==> config.mk <==
export PLATFORM = sky130hd
export DESIGN_NAME = block_mover
export DESIGN_NICKNAME = d
export VERILOG_FILES = /design/src/rtl/block_mover.sv
export SDC_FILE = /design/constraint.sdc
export NUM_CORES = 1
export LEC_CHECK = 0
export CORE_MARGIN = 4
export CORE_UTILIZATION = 40
export DETAILED_ROUTE_END_ITERATION = 10
export DONT_BUFFER_PORTS = 1
export PLACE_DENSITY = 0.58
export SYNTH_ARGS = -nofsm -noshare
export SYNTH_HDL_FRONTEND = slang
export SYNTH_SLANG_ARGS = --single-unit
==> constraint.sdc <==
create_clock -name CLK -period 5.6 [get_ports CLK]
set_input_delay 1.68 -clock CLK [delete_from_list [all_inputs] [get_ports CLK]]
set_output_delay 1.68 -clock CLK [all_outputs]
set_load 0.05 [all_outputs]
==> src/rtl/block_mover.sv <==
// Word-by-word memory block mover (memmove semantics) driving a single-port data memory.
// Optional constant-fill mode is compiled in with BLOCK_MOVER_FILL_EN.
module block_mover #(
   parameter int ADDR_W = 8,
   parameter int DATA_W = 8
) (
   input  logic              CLK,
   input  logic              Reset,
   input  logic              Start,
   input  logic [ADDR_W-1:0] SrcAddr,
   input  logic [ADDR_W-1:0] DstAddr,
   input  logic [ADDR_W-1:0] Length,
`ifdef BLOCK_MOVER_FILL_EN
   input  logic              Fill,
   input  logic [DATA_W-1:0] FillValue,
`endif
   output logic              Busy,
   output logic              Done,
   output logic [ADDR_W-1:0] MemAddress,
   output logic              MemReadMem,
   output logic              MemWriteMem,
   output logic [DATA_W-1:0] MemWrData,
   input  logic [DATA_W-1:0] MemRdData
);

   localparam logic [1:0] S_IDLE  = 2'd0;
   localparam logic [1:0] S_READ  = 2'd1;
   localparam logic [1:0] S_WRITE = 2'd2;
   localparam logic [1:0] S_DONE  = 2'd3;

   localparam logic [ADDR_W-1:0] ONE = ADDR_W'(1);

   logic [1:0]        state_q, state_d;
   logic [ADDR_W-1:0] src_q, src_d;
   logic [ADDR_W-1:0] dst_q, dst_d;
   logic [ADDR_W-1:0] cnt_q, cnt_d;
   logic [DATA_W-1:0] hold_q, hold_d;
   logic              desc_q, desc_d;
   logic              fill_q, fill_d;

   logic [ADDR_W-1:0] diff;
   logic [ADDR_W-1:0] last;
   logic              go_desc;
   logic              fill_req;
   logic [DATA_W-1:0] fill_val;

`ifdef BLOCK_MOVER_FILL_EN
   assign fill_req = Fill;
   assign fill_val = FillValue;
`else
   assign fill_req = 1'b0;
   assign fill_val = '0;
`endif

   // Destination starting inside the source window means an ascending copy would
   // overwrite source words before reading them, so walk from the top down instead.
   assign diff    = DstAddr - SrcAddr;
   assign last    = Length - ONE;
   assign go_desc = !fill_req && (diff != '0) && (diff < Length);

   always_comb begin
      state_d = state_q;
      src_d   = src_q;
      dst_d   = dst_q;
      cnt_d   = cnt_q;
      hold_d  = hold_q;
      desc_d  = desc_q;
      fill_d  = fill_q;
      case (state_q)
         S_IDLE: begin
            if (Start) begin
               cnt_d  = Length;
               desc_d = go_desc;
               fill_d = fill_req;
               hold_d = fill_req ? fill_val : hold_q;
               src_d  = go_desc ? SrcAddr + last : SrcAddr;
               dst_d  = go_desc ? DstAddr + last : DstAddr;
               if (Length == '0)
                  state_d = S_DONE;
               else if (fill_req)
                  state_d = S_WRITE;
               else
                  state_d = S_READ;
            end
         end
         S_READ: begin
            hold_d  = MemRdData;
            src_d   = desc_q ? src_q - ONE : src_q + ONE;
            state_d = S_WRITE;
         end
         S_WRITE: begin
            dst_d = desc_q ? dst_q - ONE : dst_q + ONE;
            cnt_d = cnt_q - ONE;
            if (cnt_q == ONE)
               state_d = S_DONE;
            else if (fill_q)
               state_d = S_WRITE;
            else
               state_d = S_READ;
         end
         S_DONE:  state_d = S_IDLE;
         default: state_d = S_IDLE;
      endcase
   end

   always_ff @(posedge CLK or posedge Reset) begin
      if (Reset) begin
         state_q <= S_IDLE;
         src_q   <= '0;
         dst_q   <= '0;
         cnt_q   <= '0;
         hold_q  <= '0;
         desc_q  <= 1'b0;
         fill_q  <= 1'b0;
      end else begin
         state_q <= state_d;
         src_q   <= src_d;
         dst_q   <= dst_d;
         cnt_q   <= cnt_d;
         hold_q  <= hold_d;
         desc_q  <= desc_d;
         fill_q  <= fill_d;
      end
   end

   // Outputs decode straight from registered state so Reset clears them without a clock.
   assign Busy        = (state_q != S_IDLE);
   assign Done        = (state_q == S_DONE);
   assign MemReadMem  = (state_q == S_READ);
   assign MemWriteMem = (state_q == S_WRITE);
   assign MemAddress  = MemReadMem ? src_q : (MemWriteMem ? dst_q : '0);
   assign MemWrData   = hold_q;

endmodule

=== Word level (Yosys, flattened, before mapping) ===
Index checks and enable logic that the tools add are counted.

* Add/subtract/negate cells: 9
* $lt $le $gt $ge: 1
* Eq/ne operators: 5
* Muxes and demuxes: 16
* Reduce and logical (&&, ||, !) cells: 10

{| class="wikitable"
|+ Operators with widths
! kind !! count
|-
| 2-to-1 mux 8 bit || 9
|-
| case mux 8 bit (2 select lines) || 3
|-
| subtractor 8 x 1 -> 8 bit (second input constant) || 4
|-
| adder 8 x 1 -> 8 bit (second input constant) || 2
|-
| adder 8 bit || 2
|-
| equality test 8 x 1 -> 1 bit (second input constant) || 1
|-
| zero test 8 bit || 1
|-
| < comparator 8 bit || 1
|-
| case mux 2 bit (4 select lines) || 1
|-
| nonzero test 8 bit || 1
|-
| subtractor 8 bit || 1
|-
| 2-to-1 mux 2 bit || 3
|-
| AND reduction 2 bit || 3
|-
| nonzero test 2 bit || 3
|-
| equality test 2 bit (second input constant) || 2
|-
| equality test 2 x 1 -> 1 bit (second input constant) || 1
|-
| zero test 2 bit || 1
|-
| inequality test 2 bit (second input constant) || 1
|-
| logical AND 1 bit || 1
|}

* Register bits after elaboration: 35
* Input port bits: 35
* Output and inout bits: 20
* Logic and storage cells: 47

=== Logic depth before layout (Yosys ltp) ===
* Word-level depth: 6
* Depth in mapped cells: 17
* Depth with buffers taken out: 15

=== Worst setup path after synthesis ===
OpenSTA, ideal clock, no wires.

* Path type: input to register
* Start: input port DstAddr[0]
* End: register dst_q[7]
* Library setup time: 0.069 ns
* Arrival time: 4.566 ns
* Required time: 5.531 ns
* Path slack: 0.965 ns
* Cell stages on the path: 15
* Buffers on the path: 1
* Cell sequence: inv_1 -> ha_1 -> inv_1 -> fa_1 -> a211oi_2 -> o21bai_1 -> a21oi_1 -> xnor2_1 -> ha_1 -> a21o_1 -> a211oi_1 -> o41ai_2 -> buf_6 -> or4_2 -> nand3_1

* Longest elaborated chain between the ends: 6
* Elaborated cells on any way between the ends: 8
* Those cells by class: add/sub (2); order compare (1); mux (3); reduce/logical (2)

{| class="wikitable"
|+ Ends and longest elaborated chain
! item !! RTL line !! text
|-
| start, declared || 11 || <nowiki>input logic [ADDR_W-1:0] DstAddr,</nowiki>
|-
| subtractor 8 bit || 57 || <nowiki>assign diff = DstAddr - SrcAddr;</nowiki>
|-
| < comparator 8 bit / nonzero test 8 bit (equally long branches) || 59 || <nowiki>assign go_desc = !fill_req && (diff != '0) && (diff < Length);</nowiki>
|-
| logical AND 1 bit || 59 ||
|-
| 2-to-1 mux 8 bit (*) || 77 || <nowiki>dst_d = go_desc ? DstAddr + last : DstAddr;</nowiki>
|-
| 2-to-1 mux 8 bit (*) || 71 || <nowiki>if (Start) begin</nowiki>
|-
| case mux 8 bit (2 select lines) (*) || 69 || <nowiki>case (state_q)</nowiki>
|-
| end signal, assigned || 118 || <nowiki>dst_q <= dst_d;</nowiki>
|-
| end, declared || 35 || <nowiki>logic [ADDR_W-1:0] dst_q, dst_d;</nowiki>
|}

Every way passes the cells marked *; elsewhere a longest branch is shown, timed or not. The select of a mux whose other input is x is not followed.
A chain may end at the register's enable or synchronous reset.

=== Final worst setup path ===
* Start: input port DstAddr[0]
* End: register src_q[7]

* Longest elaborated chain between the ends: 6
* Elaborated cells on any way between the ends: 7
* Those cells by class: add/sub (1); order compare (1); mux (3); reduce/logical (2)

{| class="wikitable"
|+ Ends and longest elaborated chain
! item !! RTL line !! text
|-
| subtractor 8 bit (*) || 57 ||
|-
| < comparator 8 bit / nonzero test 8 bit (equally long branches) || 59 ||
|-
| logical AND 1 bit (*) || 59 ||
|-
| 2-to-1 mux 8 bit (*) || 76 || <nowiki>src_d = go_desc ? SrcAddr + last : SrcAddr;</nowiki>
|-
| 2-to-1 mux 8 bit (*) || 71 ||
|-
| case mux 8 bit (2 select lines) (*) || 69 ||
|-
| end signal, assigned || 117 || <nowiki>src_q <= src_d;</nowiki>
|-
| end, declared || 34 || <nowiki>logic [ADDR_W-1:0] src_q, src_d;</nowiki>
|}

Marks and branches as above.

==> flow_results.org <==
** Run
- Max-cap violations :: 0

** Timing
- In this run the tightest slew margin relative to its limit is 39.7%.
- Subtracting the final worst setup slack from the clock period gives 4.63 ns.
- Final count of hold timing violations :: 0
- Peak Freq :: 216 MHz
- At the pin with the least slew margin, the transition time is 0.904 ns.
- After routing, the total negative slack on setup checks comes to 0 ns.
- Setup repair after global routing left no endpoint under its margin.
- The max-slew violation count came to 0.
- After layout, the worst path uses 82.6% of the clock period.
- Setup violations remaining at the end of the flow were counted as 0.
- Between clock sinks in the finished design, the worst skew comes to 0.0123 ns.

** Critical path
- Walking the worst path, the cells encountered are inv_1, ha_1, inv_1, fa_1, a211oi_2, o21bai_1, a21oi_1, xnor2_1, ha_1, a21o_1, a211oi_1, o41ai_4, or4_2, nand3_1.
- Counting cells, the worst reg-to-reg path comes to 8.
- Reg-to-reg critical path endpoint :: dst_q[7]
- Along the worst path, the maximum fanout reaches 7.
- The worst setup path is launched from an input port.
- In this run the critical register-to-register path is launched from desc_q.
- Delay contributed by the slowest stage of the critical path :: 0.65 ns
- STA puts the critical path data arrival time at 4.85 ns.
- The setup path with the least slack is of type in -> reg.
- Worst reg-to-reg setup slack :: 2.61 ns
- Worst Path Buf+Inv :: 2
- The slowest stage of the critical path is the or4_2 cell.
- Kind of cell with the highest combined delay on the critical path :: compound AO/OA/AOI/OAI gates
- Required @ worst endpoint :: 5.83 ns
- The worst setup path is captured at a register.

** Synthesis
- Of the synthesized area, sequential elements account for 24.5%.
- Synth Register Bits :: 35
- Area contributors post-synth :: dfrtp_1 (25%), ha_1 (15%), xnor2_1 (5.4%), a21oi_1 (5.3%), nand2_1 (4.5%)
- Count of flip-flops with a built-in enable after synthesis :: 0
- Cell area after synthesis :: 3570 sq um
- Fraction of synthesized cell area taken by the top area cell type :: 24.5%
- Synthesized instance count :: 434
- Counting every net in the synthesized netlist gives 518.
- The largest total area in the synthesized netlist belongs to dfrtp_1.
- In the synthesized netlist the dominant register cell turns out to be dfrtp_1.
- Synthesis instantiated 53 different standard cells from the library.
- Synthesized area per cell :: 8.24 sq um
- Share of flip-flops with an asynchronous set or reset :: 100%
- Synthesis warning total :: 0

** Clocking
- Number of clock sinks :: 35
- Clock latency on the worst-skew pair :: 0.29 ns
- Count of hold-fix buffers inserted at cts :: 0
- Clock buffer depth :: 2
- Clock-pin slew was measured on the worst setup and hold paths at 0.08 ns.
- The H-tree was split into 2 levels.
- Root Buffer Master :: clkbuf_8
- In this run, post-CTS repair resized a total of 0 instances.
- TritonCTS built the clock tree.
- Number of buffers created by CTS :: 5
- Number of buffers inserted to repair setup after CTS :: 0

** Routing
- Using the TritonRoute via totals, the vias-per-cell ratio works out to 5.74.
- First-pass iteration count of the detailed router :: 6
- The detailed router finished its first iteration with 203 violations.
- Detailed routing inserted a total of 3123 vias.
- Total routed wirelength :: 9.26 mm
- In the routed design, unresolved DRC markers number 0.
- In the final routed layout, each cell accounts on average for 17.0 um.
- The count of nets left with antenna violations once routing finished came out at 0.

** Global routing
- Top Usage Layer GRT :: met2
- Initial antenna violation count :: 0
- The first global-routing pass estimated 14.9 mm of wire.
- In the global route stage, met2 resource usage came out at 30.5%.
- Global routing used 23.1% of the available met1 tracks.
- Residual overflow from global routing :: 0
- Global routing consumed, on the met3 layer, 4.19% of the routing resources.
- The via count of the first global-routing pass came to 3000.
- Total global routing track utilization :: 18.1%
- Entering global routing, the biggest net connects 36 pins.

** Placement
- Count of input and output buffers :: 0
- The HPWL after detailed placement is 7.52 mm.
- The number of placed instances, taps included, is 537.
- The congestion estimate from routability-driven global placement came to 0.879.

** Worst hold path
- Worst min-delay path endpoint :: cnt_q[4]
- The worst hold path begins at cnt_q[4].
- Cells on Worst Hold Path :: 1
- The min-delay analysis places its worst path in the category reg -> reg.

** Layout
- Number of cells in the finished layout apart from fillers :: 544
- At the end of the flow, the number of nets in the layout was 520.
- Most frequent cells in the layout :: ha_1 (44), nand2_1 (43), inv_1 (41), a21oi_1 (38)
- Compared with the post-synthesis result, the final layout area differs by 6.09%.
- Antenna Diode Count :: 0
- Commonest non-fill, non-tap cell in the layout :: ha_1
- Fraction of final layout cells sized beyond drive strength 1 :: 4.59%

** Power and ir drop
- Net switching component of the power :: 1.24 mW
- In this run switching power makes up 54.7% of total power.
- Registers are responsible for 28.8% of the overall power.
- The internal portion of the total power is 1.03 mW.
- Per report_power, the clock group accounts for 8.4% of the total.
- Cell leakage power :: 1.78 nW
- Total power divided by cell area :: 597 nW/um^2
- VDD sags by at most 0.181 mV.
- Relative contribution of combinational cells to total power :: 62.8%

** Floorplanning
- Die span in y :: 103 um
- Die Area :: 10500 sq um
- In this run the core area contains 34 standard-cell rows.
- Measured along the x axis, the die boundary spans 103 um.
- The total area inside the core boundary comes to 8720 sq um.
- Initial Util :: 41.0%
- Top Ports :: 55

** Status
- Outcome :: finished clean
worst register-to-register path, delay by kind of cell, from the launching register on:
family	cells	cell delay (ns)
flops	1	0.75
simple gates	2	0.18
fa+ha+maj	1	0.36
compound gates	4	1.48
xor+xnor	1	0.12
cell type report:
cell class	count	area, sq um
Fill cell	843	4930
Multi-Input combinational cell	345	2480
Sequential cell	35	876
Inverter	42	158
Tap cell	108	135
Clock buffer	6	82.6
Timing Repair Buffer	7	52.6
Clock inverter	1	5.00
power by group through the flow:
stage	logic [mW]	registers [mW]	clock network, mW
final	1.42	0.653	0.190
after global routing	1.59	0.677	0.207
after CTS	1.42	0.651	0.195
after detailed placement	1.41	0.656	0
after global placement	1.40	0.657	0
after floorplan	1.19	0.584	0
how the worst max path moves through the flow:
stage	from	endpoint	slack (ns)	cells after the start
finish	DstAddr[0]	src_q[7]	0.97	14
global route	DstAddr[0]	dst_q[7]	0.79	14
CTS	DstAddr[0]	dst_q[7]	0.97	14
detailed placement	DstAddr[0]	dst_q[7]	0.67	14
global placement	DstAddr[0]	dst_q[7]	0.70	14
floorplan	DstAddr[0]	dst_q[7]	0.96	15
cells in the mapped netlist, types with 4 or more instances:
cell type  count
inv_1         41
nor2b_1        6
ha_1          44
a211oi_1       4
a21o_1         8
a21oi_1       38
o21ai_0       18
clkbuf_1       8
dfrtp_1       35
mux2i_1       14
o22ai_1       10
nand2_1       43
fa_1           5
xor2_1        11
nand3_1       14
nor2_1        35
a22o_1         6
a221oi_1       4
xnor2_1       22
nor3_1         8
and3_1         6
state kept, by name (all words and copies together) (netlist names):
register / count
cnt_q: 8
dst_q: 8
desc_q: 1
MemWrData: 8
src_q: 8
state_q: 2
cell families (layout without fill, tap and decap cells):
group / Yosys count / in the layout / synth area share (%)
AOI/OAI and AO/OA: 119 / 119 / 21.9
xor gates and xnor gates: 33 / 33 / 8.09
adders and majority gates: 49 / 49 / 18.2
buffers and inverters: 54 / 56 / 6.34
DFF: 35 / 35 / 24.5
muxes: 14 / 14 / 3.92
and+or+nand+nor: 130 / 130 / 17.0
per-stage QoR:
step / worst slack [ns] / instance area [sq um] / util [%] / hold WS, ns / total power, mW
CTS: 0.975 / 3790 / 43.5 / 0.546 / 2.27
finish: 0.973 / 3790 / 43.5 / 0.545 / 2.26
global route: 0.792 / 3790 / 43.5 / 0.585 / 2.47
floorplan: 0.965 / 3570 / - / 0.489 / 1.78
global placement: 0.703 / 3700 / 42.5 / 0.513 / 2.06
detailed placement: 0.670 / 3700 / 42.5 / 0.528 / 2.07
routing by layer:
layer | vias up | wire [um]
met4 | 0 | 201
met1 | 1448 | 4240
li1 | 1571 | -
met5 | - | 0
met3 | 14 | 579
met2 | 90 | 4240
(Power assumes the default switching activity.)
